**src/rtl/pcileech_cmd_pkg.sv**
```systemverilog
// ----------------------------------------------------------------------------
// pcileech_cmd_pkg
// Shared definitions for the command responder: protocol constants, the
// 64-bit command word layout, the response queue entry and the serializer
// state encoding.
// ----------------------------------------------------------------------------
package pcileech_cmd_pkg;

    localparam logic [7:0] CMD_MAGIC     = 8'h77;
    localparam logic [1:0] CMD_TYPE_REG  = 2'b11;

    // Byte [15:8] of response dword0: distinguishes read data from write acks.
    localparam logic [7:0] RSP_KIND_READ = 8'h00;
    localparam logic [7:0] RSP_KIND_WACK = 8'h01;

    // Field positions inside the 16-bit byte address.
    localparam int ADDR_BANK_BIT = 15;
    localparam int ADDR_IDX_LSB  = 1;

    typedef struct packed {
        logic [15:0] value;     // [63:48]
        logic [15:0] mask;      // [47:32]
        logic [15:0] addr;      // [31:16]
        logic [1:0]  rsvd_hi;   // [15:14]
        logic        write;     // [13]
        logic        read;      // [12]
        logic [1:0]  rsvd_lo;   // [11:10]
        logic [1:0]  cmd_type;  // [9:8]
        logic [7:0]  magic;     // [7:0]
    } cmd_word_t;

    typedef struct packed {
        logic [15:0] addr;
        logic [7:0]  kind;
        logic [15:0] value;
    } rsp_entry_t;

    typedef enum logic [1:0] {
        SER_IDLE,
        SER_SEND0,
        SER_SEND1
    } ser_state_t;

    function automatic logic [31:0] rsp_dword0(input rsp_entry_t e);
        return {e.addr, e.kind, CMD_MAGIC};
    endfunction

    function automatic logic [31:0] rsp_dword1(input rsp_entry_t e);
        return {16'h0000, e.value};
    endfunction

endpackage

```
**src/rtl/pcileech_cmd_responder_if.sv**
```systemverilog
// ----------------------------------------------------------------------------
// pcileech_cmd_responder_if
// Link between the com core and the command responder.
//   din / din_valid   : 64-bit command words towards the responder (no stall)
//   dout / dout_wr_en : 32-bit response dwords towards the com core TX path
//   dout_ready        : com core TX path can take a dword
// master = com core side, slave = responder side.
// ----------------------------------------------------------------------------
interface pcileech_cmd_responder_if;
    logic [63:0] din;
    logic        din_valid;
    logic [31:0] dout;
    logic        dout_wr_en;
    logic        dout_ready;

    modport master (output din, din_valid, dout_ready, input dout, dout_wr_en);
    modport slave  (input din, din_valid, dout_ready, output dout, dout_wr_en);
endinterface

```
**src/rtl/pcileech_cmd_rspq.sv**
```systemverilog
// ----------------------------------------------------------------------------
// pcileech_cmd_rspq
// Synchronous show-ahead FIFO of response entries.
//   clk, rst       : clock, synchronous active-high reset
//   wr_en, wr_data : push (ignored when full)
//   rd_en, rd_data : pop (ignored when empty); rd_data is the current head
//   full, empty    : status
//   count          : number of stored entries
// ----------------------------------------------------------------------------
module pcileech_cmd_rspq
    import pcileech_cmd_pkg::*;
#(
    parameter int DEPTH = 4
) (
    input  logic                     clk,
    input  logic                     rst,
    input  logic                     wr_en,
    input  rsp_entry_t               wr_data,
    input  logic                     rd_en,
    output rsp_entry_t               rd_data,
    output logic                     full,
    output logic                     empty,
    output logic [$clog2(DEPTH):0]   count
);
    localparam int            AW      = $clog2(DEPTH);
    localparam logic [AW:0]   DEPTH_C = DEPTH[AW:0];

    rsp_entry_t    mem [DEPTH];
    logic [AW-1:0] wr_ptr;
    logic [AW-1:0] rd_ptr;
    logic          do_wr;
    logic          do_rd;

    assign full    = (count == DEPTH_C);
    assign empty   = (count == '0);
    assign do_wr   = wr_en & ~full;
    assign do_rd   = rd_en & ~empty;
    assign rd_data = mem[rd_ptr];

    // NOTE: sequential state uses non-blocking assignments so every register
    // samples pre-edge values, independent of statement order.
    always_ff @(posedge clk) begin
        if (rst) begin
            wr_ptr <= '0;
            rd_ptr <= '0;
            count  <= '0;
        end else begin
            if (do_wr) wr_ptr <= wr_ptr + AW'(1);
            if (do_rd) rd_ptr <= rd_ptr + AW'(1);
            case ({do_wr, do_rd})
                2'b10:   count <= count + (AW+1)'(1);
                2'b01:   count <= count - (AW+1)'(1);
                default: ;
            endcase
        end
    end

    // NOTE: storage is deliberately not reset; pointers and count define
    // validity, and leaving the array out of reset lets it map to RAM.
    always_ff @(posedge clk) begin
        if (do_wr) mem[wr_ptr] <= wr_data;
    end

endmodule

```
**src/rtl/pcileech_cmd_responder.sv**
```systemverilog
// ----------------------------------------------------------------------------
// pcileech_cmd_responder
// Responder end of the command protocol carried by the com core. Decodes
// 64-bit register commands, applies masked writes to an RW register bank,
// samples RW/RO registers for reads and streams each response as two dwords.
//   clk, rst     : clock, synchronous active-high reset
//   bus (slave)  : din/din_valid in, dout/dout_wr_en out, dout_ready in
//   ro_regs      : NUM_REGS x 16-bit status inputs, reg i at [16i+15:16i]
//   rw_regs      : NUM_REGS x 16-bit control registers, same packing
//   rsp_overflow : sticky, a response was dropped on a full queue
//   err_cnt      : saturating count of rejected command words
// Build option: define PCILEECH_CMD_RSP_WRITE_ACK_EN to also answer
// write-only commands with the post-write value (kind byte 8'h01).
// ----------------------------------------------------------------------------
module pcileech_cmd_responder
    import pcileech_cmd_pkg::*;
#(
    parameter int                     NUM_REGS  = 16,
    parameter int                     RSP_DEPTH = 4,
    parameter logic [NUM_REGS*16-1:0] RW_RESET  = {NUM_REGS{16'h0000}}
) (
    input  logic                      clk,
    input  logic                      rst,
    pcileech_cmd_responder_if.slave   bus,
    input  logic [NUM_REGS*16-1:0]    ro_regs,
    output logic [NUM_REGS*16-1:0]    rw_regs,
    output logic                      rsp_overflow,
    output logic [7:0]                err_cnt
);
    localparam int IDX_W = $clog2(NUM_REGS);
    localparam int CNT_W = $clog2(RSP_DEPTH) + 1;

`ifdef PCILEECH_CMD_RSP_WRITE_ACK_EN
    localparam logic WRITE_ACK = 1'b1;
`else
    localparam logic WRITE_ACK = 1'b0;
`endif

    logic [15:0]      rw_q [NUM_REGS];

    cmd_word_t        cmd;
    logic [IDX_W-1:0] idx;
    logic [13:0]      addr_hi;
    logic             bank_rw;
    logic             in_range;
    logic             cmd_ok;
    logic             cmd_bad;
    logic             wr_hit;
    logic [15:0]      wr_val;
    logic [15:0]      rd_val;
    logic             rsp_req;
    rsp_entry_t       rsp_entry;

    rsp_entry_t       q_head;
    logic             q_full;
    logic             q_empty;
    logic [CNT_W-1:0] q_count;
    logic             q_push;
    logic             q_pop;

    ser_state_t       state;
    logic [31:0]      dout_q;
    logic             dout_wr_en_q;

    assign cmd = cmd_word_t'(bus.din);

    // Reserved command bits carry no meaning.
    logic unused_rsvd;
    assign unused_rsvd = ^{cmd.rsvd_hi, cmd.rsvd_lo};

    // NOTE: every always_comb output gets a default first so no path leaves
    // it unassigned, which would otherwise infer a latch.
    always_comb begin
        idx       = cmd.addr[IDX_W:ADDR_IDX_LSB];
        addr_hi   = cmd.addr[ADDR_BANK_BIT-1:ADDR_IDX_LSB];
        bank_rw   = cmd.addr[ADDR_BANK_BIT];
        // Any address bit above the index field makes the index out of range.
        in_range  = ((addr_hi >> IDX_W) == '0);
        cmd_ok    = bus.din_valid && (cmd.magic == CMD_MAGIC) &&
                    (cmd.cmd_type == CMD_TYPE_REG) && (cmd.read || cmd.write);
        cmd_bad   = bus.din_valid && !cmd_ok;
        wr_hit    = cmd_ok && cmd.write && bank_rw && in_range;
        wr_val    = (rw_q[idx] & ~cmd.mask) | (cmd.value & cmd.mask);

        // Read value reflects a write carried in the same word.
        rd_val = 16'h0000;
        if (in_range) begin
            if (!bank_rw)    rd_val = ro_regs[{idx, 4'h0} +: 16];
            else if (wr_hit) rd_val = wr_val;
            else             rd_val = rw_q[idx];
        end

        rsp_req         = cmd_ok && (cmd.read || (WRITE_ACK && cmd.write));
        rsp_entry.addr  = cmd.addr;
        rsp_entry.kind  = cmd.read ? RSP_KIND_READ : RSP_KIND_WACK;
        rsp_entry.value = rd_val;
    end

    always_comb begin
        rw_regs = '0;
        for (int i = 0; i < NUM_REGS; i++) rw_regs[i*16 +: 16] = rw_q[i];
    end

    always_ff @(posedge clk) begin
        if (rst) begin
            for (int i = 0; i < NUM_REGS; i++) rw_q[i] <= RW_RESET[i*16 +: 16];
            err_cnt      <= 8'h00;
            rsp_overflow <= 1'b0;
        end else begin
            if (wr_hit) rw_q[idx] <= wr_val;
            if (cmd_bad && (err_cnt != 8'hFF)) err_cnt <= err_cnt + 8'd1;
            if (rsp_req && q_full) rsp_overflow <= 1'b1;
        end
    end

    // Entries land in the queue on the edge that samples the command.
    assign q_push = rsp_req && !q_full;
    assign q_pop  = (state == SER_SEND1) && bus.dout_ready;

    pcileech_cmd_rspq #(
        .DEPTH(RSP_DEPTH)
    ) u_rspq (
        .clk    (clk),
        .rst    (rst),
        .wr_en  (rsp_req),
        .wr_data(rsp_entry),
        .rd_en  (q_pop),
        .rd_data(q_head),
        .full   (q_full),
        .empty  (q_empty),
        .count  (q_count)
    );

    always_ff @(posedge clk) begin
        if (rst) begin
            state        <= SER_IDLE;
            dout_q       <= 32'h0;
            dout_wr_en_q <= 1'b0;
        end else begin
            dout_wr_en_q <= 1'b0;
            case (state)
                SER_IDLE: begin
                    if (!q_empty) state <= SER_SEND0;
                end
                SER_SEND0: begin
                    if (bus.dout_ready) begin
                        dout_q       <= rsp_dword0(q_head);
                        dout_wr_en_q <= 1'b1;
                        state        <= SER_SEND1;
                    end
                end
                SER_SEND1: begin
                    if (bus.dout_ready) begin
                        dout_q       <= rsp_dword1(q_head);
                        dout_wr_en_q <= 1'b1;
                        // A push landing this cycle also keeps the stream going.
                        state <= ((q_count > CNT_W'(1)) || q_push) ? SER_SEND0 : SER_IDLE;
                    end
                end
                default: state <= SER_IDLE;
            endcase
        end
    end

    assign bus.dout       = dout_q;
    assign bus.dout_wr_en = dout_wr_en_q;

endmodule

```
**src/flat_wrapper.sv**
```systemverilog
// flat-port wrapper written by rule: the top's interface ports become plain ports
module pcileech_cmd_responder_flat import pcileech_cmd_pkg::*;
#(
    parameter int                     NUM_REGS  = 16,
    parameter int                     RSP_DEPTH = 4,
    parameter logic [NUM_REGS*16-1:0] RW_RESET  = {NUM_REGS{16'h0000}}
)
  (clk, rst, ro_regs, rw_regs, rsp_overflow, err_cnt, bus_din, bus_din_valid, bus_dout_ready, bus_dout, bus_dout_wr_en);
  pcileech_cmd_responder_if bus_i ();
  input  logic clk;
  input  logic rst;
  input  logic [NUM_REGS*16-1:0] ro_regs;
  output logic [NUM_REGS*16-1:0] rw_regs;
  output logic rsp_overflow;
  output logic [7:0] err_cnt;
  input wire logic [$bits(bus_i.din)-1:0] bus_din;
  input wire logic [$bits(bus_i.din_valid)-1:0] bus_din_valid;
  input wire logic [$bits(bus_i.dout_ready)-1:0] bus_dout_ready;
  output wire logic [$bits(bus_i.dout)-1:0] bus_dout;
  output wire logic [$bits(bus_i.dout_wr_en)-1:0] bus_dout_wr_en;
  assign bus_i.din = bus_din;
  assign bus_i.din_valid = bus_din_valid;
  assign bus_i.dout_ready = bus_dout_ready;
  assign bus_dout = bus_i.dout;
  assign bus_dout_wr_en = bus_i.dout_wr_en;
  pcileech_cmd_responder #(.NUM_REGS(NUM_REGS), .RSP_DEPTH(RSP_DEPTH), .RW_RESET(RW_RESET)) u_core (.clk(clk), .rst(rst), .bus(bus_i), .ro_regs(ro_regs), .rw_regs(rw_regs), .rsp_overflow(rsp_overflow), .err_cnt(err_cnt));
endmodule
```
**config.mk**
```make
export PLATFORM = sky130hd
export DESIGN_NAME = pcileech_cmd_responder_flat
export DESIGN_NICKNAME = d
export VERILOG_FILES = /design/src/rtl/pcileech_cmd_pkg.sv /design/src/rtl/pcileech_cmd_responder_if.sv /design/src/rtl/pcileech_cmd_rspq.sv /design/src/rtl/pcileech_cmd_responder.sv /design/src/flat_wrapper.sv
export SDC_FILE = /design/constraint.sdc
export NUM_CORES = 1
export LEC_CHECK = 0
export CORE_AREA = 2 2 244 246
export CTS_CLUSTER_SIZE = 16
export DETAILED_ROUTE_END_ITERATION = 8
export DIE_AREA = 0 0 246 248
export HOLD_SLACK_MARGIN = 0.06
export PLACE_DENSITY_LB_ADDON = 0.1
export REMOVE_ABC_BUFFERS = 1
export SLEW_MARGIN = 20
export SYNTH_ARGS = -nofsm -noshare
export SYNTH_HDL_FRONTEND = slang
export SYNTH_SLANG_ARGS = --single-unit
```
**constraint.sdc**
```tcl
create_clock -name clk -period 3 [get_ports clk]
set_clock_uncertainty 0.15 [all_clocks]
set_input_delay 0.6 -clock clk [delete_from_list [all_inputs] [get_ports clk]]
set_output_delay 0.6 -clock clk [all_outputs]
set_load 0.01 [all_outputs]
```
==> summary.md, run 1 <==
| Metric | Value |
|---|---|
| Slowest-stage cell, CP | `a311oi_1` |
| Register-to-Register Path Depth | `7` |
| Fmax | `0.3475 GHz` |
| Final Worst Setup Slack | `0.1219 ns` |
| Leakage | `10.94 nW` |
| Peak supply drop | `0.0004548 V` |
| Worst skew pair latency | `0.58 ns` |
| First-pass detailed-route iteration total | `7` |
| Crit end category | `register` |
| Root Buffer Master | `clkbuf_16` |
| Die Height | `248 um` |
| Slowest stage delay, CP | `0.48 ns` |
| Synth Register Bits | `441` |
| Cell internal pwr | `0.01135 W` |
| Top-count cell post-synth | `edfxtp_1` |
| Dpl hpwl | `58730 um` |
| Detail Route Antenna Nets | `0` |
| GPL Wtd Cong | `0.8674` |
| Number of global-route vias before repair | `16290` |
| Pre-CTS worst setup slack | `-0.5356 ns` |
| Largest net degree at the start of global routing | `55` |
| Die width | `246 um` |
| H-Tree Level Count | `2` |
| Cell Area, Synth | `0.02078 mm^2` |
| Routed vias | `15920` |
| Worst Path Buf+Inv | `5` |
| Hold Path Cell Cnt | `2` |
| Fin. Hold Viols | `0` |
| EDFF count, synth | `388` |
| Hold Buf Count CTS | `0` |
| Max-cap violations | `0` |
| Worst Path Required | `3.16 ns` |
| GRT Total Usage | `25.09%` |
| Final setup violation count | `0` |
| Post-route setup TNS | `0 ns` |
| Max-slew violation count | `0` |
| Routed len/inst | `26.47 um` |
| Status | `completed` |
| Reg power frac | `46.3%` |
| NetSw | `0.003621 W` |
| Worst slew pin tran | `0.6809 ns` |
| CP Capture Point | `u_core.u_rspq.mem[1][8]$_DFFE_PP_` |
| Fraction of the yosys area taken by sequential cells | `61.17%` |
| Comb pwr share | `15.4%` |
| Worst Setup Start Kind | `primary input` |
| Synth warnings | `0` |
| Top cells by count, synth | `edfxtp_1 (388), nor2_1 (335), mux4_2 (130)` |
| Core Rows | `89` |
| Initial DRC count | `1254` |
| Crit-path max FO | `11` |
| DRC viols | `0` |
| RSZ-0062 raised after global routing | `false` |
| Post-synth top area share | `56.06%` |
| # fillers | `5020` |
| First-pass GRT wire length | `110900 um` |
| Crit path top cell by count | `buf_4` |
| Avg Inst Size Synth | `14.40 um^2` |
| CTS tree | `built` |
| Area growth, synth to finish | `48.87%` |
| Cells after synthesis | `1443` |
| Reg clk slew, reported paths | `0.06 ns` |
| DIE AREA | `0.06101 mm^2` |
| Clock buffer depth | `3` |
| Tot Pwr | `0.01497 W` |
| Layout cell share with drive strength beyond 1 | `19.54%` |
| Hold_ws | `0.3424 ns` |
| Sw frac | `24.19%` |
| CP delay by family, top | `buffers and inverters` |
| Grt total ovfl | `0` |
| Drt total wl | `78900 um` |
| Setup Fix Bufs, Post-CTS | `0` |
| Final worst path period need | `2.878 ns` |
| Power Dens Cells | `483.8 mW/mm^2` |
| Clock power frac | `38.2%` |
| Terminus of the critical flop-to-flop path | `u_core.rw_q[2][5]$_SDFFCE_PN0P_` |
| Reg2reg start | `u_core.rw_q[10][5]$_SDFFCE_PN0P_` |
| CP Class | `in2reg` |
| # IOs | `622` |
| CP startpoint | `bus_din[22]` |
| Initial antenna violation count | `3` |
| I/O Buffers | `617` |
| Synth async-reset ratio | `0%` |
| DR vias/cell | `5.340` |
| Flop2flop setup slack | `0.39 ns` |
| Clk sink count | `441` |
| Area contributors post-synth | `edfxtp_1 (56%), mux4_2 (14%), nor2_1 (6.1%)` |
| Post-synthesis cell type count | `53` |
| Critical Path AT | `3.03 ns` |
| Nets | `2508` |
| HP Class | `reg2reg` |
| Placed cell areas | `0.02943 mm^2` |
| Initial Util | `35.55%` |
| TritonCTS Buffers | `48` |
| Synth Flop Type | `edfxtp_1` |
| Tcrit/Tclk final | `95.94%` |
| Fin area | `0.03094 mm^2` |
| Rel. slew slack | `54.60%` |
| Worst path depth | `10` |
| Crit-path cells | `clkdlybuf4s50_1 > nor4_2 > buf_4 > nand3_1 > buf_4 > nor3b_4 > buf_12 > buf_4 > nand3_1 > a311oi_1` |
| Core area | `0.05846 mm^2` |
| Synth area leader | `edfxtp_1` |
==> power groups by stage <==
stage	logic (W)	clock network (W)	registers [W]
after floorplan	0.000674	0	0.00710
final	0.00231	0.00573	0.00694
after detailed placement	0.00231	0	0.00706
after global placement	0.00230	0	0.00706
after global routing	0.00244	0.00606	0.00695
after CTS	0.00233	0.00584	0.00694
==> sequential cells by signal, summed over array words and instances, names as in the netlist, named ones only <==
name                   cells
u_core.rw_q              256
u_core.u_rspq.count        3
u_core.bus.dout           32
u_core.rsp_overflow        1
u_core.u_rspq.mem        132
u_core.u_rspq.rd_ptr       2
u_core.state               2
u_core.bus.dout_wr_en      1
u_core.err_cnt             8
u_core.u_rspq.wr_ptr       2
==> layer usage <==
| metal | up-vias | share of wire (%) | global-route usage [%] |
|---|---|---|---|
| met5 | - | 0.034 | 0 |
| met4 | 4 | 2.8 | 7.790 |
| met3 | 107 | 8.5 | 5.936 |
| met2 | 746 | 50 | 42.29 |
| met1 | 8019 | 39 | 32.01 |
| li1 | 7044 | - | - |
==> worst reg2reg max path, stage by stage (launching register included) <==
cell and delay [ns]:
edfxtp_1 0.45, mux4_2 0.49, a22o_1 0.31, nor2_1 0.32
buf_4 0.20, o21a_2 0.17, buf_12 0.18, nor2_1 0.08
==> what timing repair did <==
action | in CTS | in global routing
hold endpoints to repair | 0 | 0
gates resized for setup | 0 | 1
endpoints found under the setup margin | 0 | 8
==> metrics by stage <==
stage / instances / util, %
2_1_floorplan: 1327 / -
3_3_place_gp: 2893 / 50.33
3_5_place_dp: 2893 / 50.33
4_1_cts: 2979 / 52.90
5_1_grt: 2980 / 52.92
6_report: 2981 / 52.92
==> cell type report <==
type                       count  area (um^2)  share of cell area (%)
antenna                        2        5.005                 0.01618
clock buffer                  59         1284                   4.149
clock inverter                27        216.5                  0.6996
inverter                       9        33.78                  0.1092
multi-input combinational    877         7511                   24.28
sequential                   441        12710                   41.09
tap                          773        967.2                   3.126
timing repair buffer         793         8208                   26.53
==> how the worst min path moves through the flow <==
stage                                      from                          endpoint  slack (ns)
6_report        u_core.bus.dout[1]$_SDFFE_PP0P_   u_core.bus.dout[1]$_SDFFE_PP0P_        0.34
5_1_grt         u_core.bus.dout[7]$_SDFFE_PP0P_   u_core.bus.dout[7]$_SDFFE_PP0P_        0.37
4_1_cts         u_core.bus.dout[1]$_SDFFE_PP0P_   u_core.bus.dout[1]$_SDFFE_PP0P_        0.34
3_5_place_dp    u_core.bus.dout[1]$_SDFFE_PP0P_   u_core.bus.dout[1]$_SDFFE_PP0P_        0.33
3_3_place_gp   u_core.bus.dout[13]$_SDFFE_PP0P_  u_core.bus.dout[13]$_SDFFE_PP0P_        0.32
2_1_floorplan      u_core.state[1]$_SDFFE_PP0P_      u_core.state[1]$_SDFFE_PP0P_        0.31
==> placed cells by master (no fill, tap or decap), types with 8 or more instances in the layout <==
master           Yosys  routed
buf_4                9     120
nand3_2             12      12
clkdlybuf4s50_1      0     611
clkinv_1             0      12
nor2_1             335     334
clkbuf_16            0      49
mux2i_1             50      50
clkbuf_1            54       8
nor2b_1             22      20
nand3_1             21      21
dfxtp_1             53      52
ha_1                14      14
edfxtp_1           388     388
a21oi_1             20      20
a22oi_1             17      17
a311oi_1            17      17
a221oi_1            30      30
a22o_1              32      32
mux2_2              15      15
mux4_2             130     130
nand2_1             27      27
inv_1                9       9
a32oi_1              9       9
o21a_2              11      11
nand2b_1            17      17
buf_12               0      58
clkinv_2             0       9
xnor2_1              9       9
nor3_1               8       8
a211oi_1            17      17
a21o_1              16      16
==> cells by family (layout without fill, tap and decap cells) <==
group | Yosys count | count (layout) | synth area share (%)
other cells | 0 | 2 | 0
simple gates | 472 | 472 | 10.43
flops | 441 | 441 | 61.17
buf+inv | 125 | 888 | 2.805
mux | 195 | 195 | 17.31
compound gates | 184 | 184 | 6.936
xor+xnor | 12 | 12 | 0.5058
fa+ha+maj | 14 | 14 | 0.8429
No activity file was read; power rests on OpenSTA's default activity.
==> run 2: changes to the inputs <==
- PLACE_DENSITY: not set -> 0.67
- PLACE_DENSITY_LB_ADDON: 0.1 -> not set
==> run 2 against run 1 <==
Net effect: sequential share of layout area fell by 0.39 points; largest power group unchanged; clock-buffer cell count fell by 1; setup slack improved by 0.065 ns; non-clock buffer count rose by 30; hold slack got worse by 0.0082 ns; clock power rose by 2%; register-to-register slack improved by 0.11 ns; cell count rose by 1.1%; combinational power rose by 4%; sequential power barely moved; critical path type unchanged.
==> summary.md, run 2 (synthesis results as in run 1) <==
| Metric | Value |
|---|---|
| Biggest register | `u_core.rw_q` |
| Initial antenna violation count | `12` |
| RSZ-0062 raised after global routing | `false` |
| I/O Buffers | `617` |
| Fin. Hold Viols | `0` |
| Routing usage on met3 | `6.596%` |
| Initial Util | `35.55%` |
| Drt total wl | `83380 um` |
| Routed vias | `16550` |
| GPL Wtd Cong | `0.9667` |
| HP Class | `reg2reg` |
| Routed len/inst | `27.66 um` |
| Reg clk slew, reported paths | `0.06 ns` |
| Post-CTS sizing | `0` |
| Leakage | `11.13 nW` |
| Met1 usage | `33.60%` |
| Detail Route Antenna Nets | `0` |
| Peak supply drop | `0.0003910 V` |
| TritonCTS Buffers | `47` |
| Core Rows | `89` |
| Gr busiest metal | `met2` |
| Dpl hpwl | `63140 um` |
| Tcrit/Tclk final | `93.79%` |
| H-Tree Level Count | `2` |
| Final setup violation count | `0` |
| Fin area | `0.03124 mm^2` |
| Rel. slew slack | `56.02%` |
| Largest net degree at the start of global routing | `47` |
| Most frequent cells in the layout | `clkdlybuf4s50_1 (611), edfxtp_1 (388), nor2_1 (334)` |
| CP Class | `in2reg` |
| Worst skew pair latency | `0.60 ns` |
| Crit-path max FO | `25` |
| Clock buffer depth | `3` |
| Layout cell share with drive strength beyond 1 | `21.05%` |
| Area growth, synth to finish | `50.30%` |
| Crit path top cell by count | `buf_4` |
| CTS tree | `built` |
| Most common cell after layout, fill and taps aside | `clkdlybuf4s50_1` |
| Max FFs per register | `256` |
| Max-cap violations | `0` |
| Die Height | `248 um` |
| First-pass detailed-route iteration total | `5` |
| Grt total ovfl | `0` |
| Slowest-stage cell, CP | `clkdlybuf4s50_1` |
| # IOs | `622` |
| First-pass GRT wire length | `115500 um` |
| Crit-path cells | `clkdlybuf4s50_1 > nor4_1 > buf_4 > nand3_1 > buf_4 > nor3b_4 > buf_12 > buf_12 > nand3_1 > a311oi_1 > buf_4` |
| Final Worst Setup Slack | `0.1864 ns` |
| Placed cell areas | `0.02966 mm^2` |
| Slowest stage delay, CP | `0.49 ns` |
| Core area | `0.05846 mm^2` |
| DR vias/cell | `5.490` |
| Crit end category | `register` |
| Die width | `246 um` |
| Hold_ws | `0.3342 ns` |
| DIE AREA | `0.06101 mm^2` |
| Hold Buf Count CTS | `0` |
| Pre-CTS worst setup slack | `-0.3932 ns` |
| GRT Total Usage | `26.46%` |
| Fmax | `0.3554 GHz` |
| Worst Path Required | `3.30 ns` |
| Root Buffer Master | `clkbuf_16` |
| Initial DRC count | `1874` |
| Met2 Track Usage GR | `43.94%` |
| Worst Setup Start Kind | `primary input` |
| Nets | `2537` |
| Max-slew violation count | `0` |
| Setup Fix Bufs, Post-CTS | `0` |
| Number of global-route vias before repair | `16720` |
| Power Dens Cells | `486.6 mW/mm^2` |
| Critical Path AT | `3.11 ns` |
| DRC viols | `0` |
| Status | `completed` |
| Final worst path period need | `2.814 ns` |
| Clk sink count | `441` |
| Worst slew pin tran | `0.6597 ns` |
run 2: cell types whose count changed in the layout (fill, tap and decap cells not counted), moves of 2 or more:
cell / before / now
and2_1: 5 / 1
diode_2: 2 / 4
buf_4: 120 / 150
inv_6: 0 / 2
and2_2: 0 / 4
clkinv_1: 12 / 8
run 2: per-layer routing:
metal  part of all wire, %  vias up
met5                  0.12        -
met4                   3.6       16
met3                    10      155
met2                    49     1019
met1                    37     8265
li1                      -     7091
run 2: critical path: cells and delay by family:
family                 cells  cell delay [ns]
AO/OA/AOI/OAI              1             0.32
buffers and inverters      6             1.44
AND/OR/NAND/NOR            4             0.70
run 2: area by class of cell:
type | instances | area (um^2)
Tap cell | 773 | 967.2
Clock buffer | 58 | 1269
Antenna cell | 4 | 10.01
Fill cell | 4818 | 27230
Sequential cell | 441 | 12710
Clock inverter | 29 | 299.0
Inverter | 9 | 33.78
Timing Repair Buffer | 823 | 8433
Multi-Input combinational cell | 877 | 7510
run 2: through the flow:
stage                     utilization, %  TNS (ns)  power [W]  cells
after floorplan                        -   -965.96   0.007770   1327
after global placement             50.73    -96.78   0.009418   2923
after detailed placement           50.73   -109.36   0.009447   2923
after CTS                          53.41         0    0.01528   3010
after global routing               53.42         0    0.01563   3012
final                              53.43         0    0.01520   3014
run 2: where the power goes:
part | total, W | switching [W] | leakage (nW) | internal (W)
Combinational | 0.00240 | 0.00111 | 6.01 | 0.00128
Clock | 0.00587 | 0.00248 | 0.770 | 0.00339
Sequential | 0.00693 | 0.000124 | 4.35 | 0.00681
Total | 0.0152 | 0.00372 | 11.1 | 0.0115
run 2: path summary, 6_finish.rpt:
| check | start | end | slack, ns | cells past startpoint |
|---|---|---|---|---|
| worst min-delay path | u_core.rsp_overflow$_SDFFE_PP0P_ | u_core.rsp_overflow$_SDFFE_PP0P_ | 0.33 | 2 |
| worst max register to register | u_core.rw_q[12][8]$_SDFFCE_PN0P_ | u_core.rw_q[14][8]$_SDFFCE_PN0P_ | 0.50 | 6 |
| worst max-delay path | bus_din[21] | u_core.u_rspq.mem[0][15]$_DFFE_PP_ | 0.19 | 11 |
| worst min register to register | u_core.rsp_overflow$_SDFFE_PP0P_ | u_core.rsp_overflow$_SDFFE_PP0P_ | 0.33 | 2 |
